==> config.mk <==
export PLATFORM = sky130hd
export DESIGN_NAME = uart_apb_scheduler
export DESIGN_NICKNAME = d
export VERILOG_FILES = /design/src/rtl/uart_pkg.sv /design/src/rtl/uart_req_arbiter.sv /design/src/rtl/uart_apb_scheduler.sv
export SDC_FILE = /design/constraint.sdc
export NUM_CORES = 1
export LEC_CHECK = 0
export ABC_AREA = 1
export CAP_MARGIN = 10
export CORE_MARGIN = 2
export CORE_UTILIZATION = 45
export DETAILED_ROUTE_END_ITERATION = 10
export PLACE_DENSITY = 0.95
export SYNTH_ARGS = -nofsm -noshare
export SYNTH_HDL_FRONTEND = slang
export SYNTH_SLANG_ARGS = --single-unit
==> constraint.sdc <==
create_clock -name pClk -period 3.5 [get_ports pClk]
set_clock_uncertainty 0.05 [all_clocks]
set_input_delay 1.05 -clock pClk [delete_from_list [all_inputs] [get_ports pClk]]
set_output_delay 1.05 -clock pClk [all_outputs]
set_load 0.01 [all_outputs]
==> src/rtl/uart_pkg.sv <==
// uart_pkg: shared definitions for the UART APB scheduler and the UART register block.
//   schedState_t  - scheduler FSM states
//   UART_TX_ADDR  - default APB address of the UART TX data register
//   UART_RX_ADDR  - default APB address of the UART RX data register
package uart_pkg;

  typedef enum logic [2:0] {
    IDLE,
    SETUP,
    ACCESS,
    WAIT_START,
    WAIT_DONE
  } schedState_t;

  localparam logic [31:0] UART_TX_ADDR = 32'd0;
  localparam logic [31:0] UART_RX_ADDR = 32'd1;

endpackage

==> src/rtl/uart_req_arbiter.sv <==
// uart_req_arbiter: two-requester arbiter for the UART TX path.
//   valid[1:0] - request lines from requester 0 and requester 1
//   ptr        - requester that wins when both are requesting
//   grant      - index of the winning requester (only meaningful when any valid is set)
// A constant ptr of 0 gives fixed priority; a rotating ptr gives round-robin.
module uart_req_arbiter (
  input  logic [1:0] valid,
  input  logic       ptr,
  output logic       grant
);

  always_comb begin
    grant = 1'b0;
    if (valid[0] && valid[1]) begin
      grant = ptr;
    end else if (valid[1]) begin
      grant = 1'b1;
    end
  end

endmodule

==> src/rtl/uart_apb_scheduler.sv <==
// uart_apb_scheduler: APB master that serialises UART traffic. RX reads take
// priority over TX writes; TX bytes come from two requesters through an arbiter.
// After a TX write it waits for tx_busy to rise and fall, bounded by BUSY_TIMEOUT.
//   pClk, pReset                 - clock, asynchronous active-high reset
//   reqN_valid/reqN_data/reqN_ready - TX byte handshake per requester (ready is a 1-cycle pulse)
//   rx_avail, tx_busy            - UART status levels
//   pSel/pEnable/pWrite/pAddr/pWdata/pReadData - APB master port
//   rx_data, rx_data_valid       - last RX byte read and its update pulse
//   grant_id                     - requester owning the current TX transaction
//   tx_timeout                   - pulse when the TX completion wait expires
// Build option: define UART_SCHED_RR_EN for round-robin arbitration; otherwise
// requester 0 always wins a tie.
module uart_apb_scheduler
  import uart_pkg::*;
#(
  parameter logic [31:0] TX_ADDR      = UART_TX_ADDR,
  parameter logic [31:0] RX_ADDR      = UART_RX_ADDR,
  parameter int          BUSY_TIMEOUT = 2_000_000
) (
  input  logic        pClk,
  input  logic        pReset,
  input  logic        req0_valid,
  input  logic        req1_valid,
  input  logic [7:0]  req0_data,
  input  logic [7:0]  req1_data,
  output logic        req0_ready,
  output logic        req1_ready,
  input  logic        rx_avail,
  input  logic        tx_busy,
  output logic        pSel,
  output logic        pEnable,
  output logic        pWrite,
  output logic [31:0] pAddr,
  output logic [31:0] pWdata,
  input  logic [31:0] pReadData,
  output logic [7:0]  rx_data,
  output logic        rx_data_valid,
  output logic        grant_id,
  output logic        tx_timeout
);

  localparam int CNT_W = (BUSY_TIMEOUT > 1) ? $clog2(BUSY_TIMEOUT) : 1;
  localparam logic [CNT_W-1:0] CNT_LAST = CNT_W'(BUSY_TIMEOUT - 1);

  schedState_t      state, stateNext;
  logic [CNT_W-1:0] waitCnt;
  logic             rrPtr;
  logic             grant;
  logic             accept;
  logic             waiting;
  logic             expire;
  logic             unusedReadHi;

  assign unusedReadHi = ^pReadData[31:8];

  uart_req_arbiter arb (
    .valid ({req1_valid, req0_valid}),
    .ptr   (rrPtr),
    .grant (grant)
  );

  // A TX grant only happens in IDLE when no RX byte is pending. Reset gates it
  // because state is already IDLE while reset is held.
  assign accept     = (state == IDLE) && !pReset && !rx_avail && (req0_valid || req1_valid);
  assign req0_ready = accept && !grant;
  assign req1_ready = accept && grant;

  assign waiting    = (state == WAIT_START) || (state == WAIT_DONE);
  assign expire     = waiting && (waitCnt == CNT_LAST);
  assign tx_timeout = expire;

  assign pSel    = (state == SETUP) || (state == ACCESS);
  assign pEnable = (state == ACCESS);

`ifdef UART_SCHED_RR_EN
  // The requester that just won loses the next tie.
  always_ff @(posedge pClk or posedge pReset) begin
    if (pReset) begin
      rrPtr <= 1'b0;
    end else if (accept) begin
      rrPtr <= ~grant;
    end
  end
`else
  assign rrPtr = 1'b0;
`endif

  always_ff @(posedge pClk or posedge pReset) begin
    if (pReset) begin
      state <= IDLE;
    end else begin
      state <= stateNext;
    end
  end

  always_comb begin
    stateNext = state;
    case (state)
      IDLE: begin
        if (rx_avail || accept) begin
          stateNext = SETUP;
        end
      end
      SETUP:  stateNext = ACCESS;
      ACCESS: stateNext = pWrite ? WAIT_START : IDLE;
      // Timeout is checked first so the counter bound holds in both wait states.
      WAIT_START: begin
        if (expire) begin
          stateNext = IDLE;
        end else if (tx_busy) begin
          stateNext = WAIT_DONE;
        end
      end
      WAIT_DONE: begin
        if (expire || !tx_busy) begin
          stateNext = IDLE;
        end
      end
      default: stateNext = IDLE;
    endcase
  end

  always_ff @(posedge pClk or posedge pReset) begin
    if (pReset) begin
      pWrite        <= 1'b0;
      pAddr         <= '0;
      pWdata        <= '0;
      rx_data       <= '0;
      rx_data_valid <= 1'b0;
      grant_id      <= 1'b0;
      waitCnt       <= '0;
    end else begin
      rx_data_valid <= 1'b0;
      case (state)
        IDLE: begin
          if (rx_avail) begin
            pWrite <= 1'b0;
            pAddr  <= RX_ADDR;
          end else if (accept) begin
            pWrite   <= 1'b1;
            pAddr    <= TX_ADDR;
            pWdata   <= {24'd0, (grant ? req1_data : req0_data)};
            grant_id <= grant;
          end
        end
        ACCESS: begin
          waitCnt <= '0;
          if (!pWrite) begin
            rx_data       <= pReadData[7:0];
            rx_data_valid <= 1'b1;
          end
        end
        WAIT_START, WAIT_DONE: waitCnt <= waitCnt + 1'b1;
        default: ;
      endcase
    end
  end

endmodule

==> flow_metrics.py <==
metrics = {
    "critical_path": {
        "crit_required_ns": 2.40,
        "crit_arrival_ns": 2.27,
        "criticalPathCategory": "input port to primary output",
        "crit_path_end_kind": "primary output",
        "path_cells": "clkdlybuf4s50_1, nor2_1, nor2_2, nand3_4, nor2_4, dlygate4sd2_1",
        "cp_slowest_cell": "clkdlybuf4s50_1",
        "crit_family": "buffers and inverters",
        "cp_max_fo": 3,
        "critPathMaxStageDelay_ns": 0.48,
        "crit_path_start_kind": "input port",
        "cp_num_buf_inv": 2,
    },
    "clock_tree": {
        "postCtsHoldBufs": 0,
        "cts_tree": "built",
        "path_clk_slew_ns": 0.08,
        "root_buffer": "clkbuf_8",
        "htree_levels": 2,
        "insertion_delay_ns": 0.30,
        "clockBufferDepth": 2,
        "numCtsBuffers": 5,
        "cts.sinks": 44,
    },
    "detailed_routing": {
        "top_layer": "met4",
        "drt_iter0_markers": 204,
        "vias": 2466,
        "wirelength_um": 6190,
        "drt-met1-wl_um": 2380,
        "met3_length_um": 508,
        "drc_errors": 0,
        "drt_pass1_iterations": 4,
        "vias_per_cell": 4.81,
        "wl_per_cell_um": 12.1,
        "final_antenna_net_count": 0,
        "wl_met2_um": 3220,
    },
    "synthesis": {
        "synthArstFlopShare": 1.00,
        "synth_edf_count": 0,
        "syn-cell-area_um2": 2820,
        "ys_seq_elements": 44,
        "yosysSeqAreaShare": 0.390,
        "synth_top_area_share": 0.390,
        "yosysTopAreaCell": "dfrtp_1",
        "yosys_warnings": 0,
        "syn_inst": 374,
        "syn_avg_cell_area_um2": 7.55,
        "ys.flop_type": "dfrtp_1",
        "synth_cell_type_count": 32,
        "netlist_top_cells_area": "dfrtp_1, nand2_1, buf_4",
    },
    "layout": {
        "drive_gt1_frac": 0.0845,
        "finalNetCount": 492,
        "area_delta_synth_final_pct": 20.1,
        "final_core_util": 0.566,
        "fin_area_um2": 3390,
        "fillers": 527,
        "diodes": 0,
    },
    "timing": {
        "hold_viol_final": 0,
        "max_freq_ghz": 0.297,
        "setup_viol": 0,
        "finalCritPeriodShare": 0.963,
        "drv_slew": 0,
        "tightest_slew_ns": 0.555,
        "min_period_ns": 3.37,
        "rsz0062_at_grt": "no",
        "fin_ws_ns": 0.130,
        "slew_headroom": 0.630,
        "setup_tns_ns": 0,
    },
    "floorplan": {
        "start_util": 0.471,
        "fp.dieH_um": 83.2,
        "fp.dieW_um": 83.2,
        "coreArea_um2": 5990,
        "pin_count": 134,
        "die_area_um2": 6920,
        "num_rows": 28,
    },
    "placement": {
        "portBuffers": 54,
        "dpl_cell_area_um2": 3260,
        "hpwl_um": 4550,
        "gp_congestion": 0.924,
        "place_ws_ns": -0.251,
    },
    "power_and_ir_drop": {
        "powerDensity_nw_per_um2": 603,
        "peakVddDrop_mv": 0.405,
        "leakagePower_uw": 0.00160,
    },
    "grt": {
        "track_usage": 0.175,
        "grt_pass1_vias": 2373,
        "grt_pass1_wl_um": 10100,
        "gr-total-overflow": 0,
        "grt_max_degree": 45,
        "antenna_found_initial": 0,
    },
    "run_status": {
        "outcome": "complete, no violations",
    },
    "min_path": {
        "hold_class": "register to register",
    },
    "flow_run": {
        "drv_cap": 0,
    },
}
state kept, by name (all words and copies together) (netlist names):
signal,flops
waitCnt,21
pWdata,8
state,3
rx_data,8
pWrite,1
rx_data_valid,1
pAddr,1
grant_id,1
area by class of cell:
type / count / area, um^2 / share of cell area
multi-input cells: 290 / 1350 / 0.397
flip-flops and latches: 44 / 1100 / 0.325
repair buffers: 62 / 594 / 0.175
inverters: 34 / 128 / 0.0377
clock buffers: 7 / 96.3 / 0.0284
well taps: 75 / 93.8 / 0.0277
clock inverters: 1 / 30.0 / 0.00886
kinds of logic (layout without fill, tap and decap cells):
group | after synthesis | count (layout) | share of synthesized area
other | 1 | 55 | 0.00133
adder cells (fa/ha/maj) | 1 | 1 | 0.00443
XOR/XNOR | 1 | 1 | 0.00310
buffers and inverters | 94 | 104 | 0.206
flip-flops | 44 | 44 | 0.390
AO/OA/AOI/OAI | 32 | 32 | 0.0638
AND/OR/NAND/NOR | 201 | 201 | 0.332
cell usage in the layout, fill, tap and decap left out, types with 2 or more instances in the layout:
master             n
inv_1             31
inv_2              3
dfrtp_1           44
clkdlybuf4s50_1   52
nor2_2             3
nand4_1            6
o21ai_0           15
nor3_1             6
buf_4              8
o21ai_1            3
nand2_1          117
nor3_4             2
conb_1            55
nor2_4             4
a21oi_1            6
nand3_2            4
clkbuf_8           7
a22oi_1            3
nor2_1            27
nand3_1           26
o22ai_1            2
through the flow:
step | cells | total power (uW) | hold WS (ns)
final | 513 | 2050 | 0.426
after floorplan | 428 | 1290 | 0.440
after CTS | 512 | 2060 | 0.436
after global routing | 513 | 2180 | 0.469
after global placement | 504 | 1590 | 0.410
after detailed placement | 504 | 1620 | 0.415
repair_timing:
| item | CTS | global route |
|---|---|---|
| resized for setup | 3 | 2 |
| setup endpoints to repair | 2 | 1 |
| setup buffers | 0 | 1 |
| pin swaps | 0 | 1 |
worst min-delay path: stages (launching register included):
cell     delay, ns
dfrtp_1       0.35
nand2_1       0.05
nand2_1       0.05
Yosys cell counts (all sizes together) (2+ instances only):
master and count:
inv 34, nand2 118, nand4 6, a22oi 3
a21oi 6, nand3 31, nor3 8, buf 60
o22ai 2, o21ai 18, dfrtp 44, nor2 35
power by group:
group	leakage, uW	internal [uW]	switching [uW]
Sequential	0.000576	647	114
Clock	0.0000645	252	179
Combinational	0.000957	392	462
final timing paths:
kind	start	to	slack, ns	depth (start not counted)
max in group asynchronous	pReset	grant_id	1.80	3
setup / recovery	req1_valid	req0_ready	0.13	6
min in group asynchronous	pReset	rx_data[2]	1.21	3
hold reg to reg	rx_data[0]	rx_data[0]	0.43	2
hold / removal	rx_data[0]	rx_data[0]	0.43	2
setup reg to reg	state[1]	waitCnt[15]	1.68	9
metal layers:
metal,vias up,GRT usage
met5,-,0
met4,0,0.0745
met3,8,0.0467
met2,103,0.312
met1,1151,0.196
li1,1204,-
No activity file was read; power rests on OpenSTA's default activity.
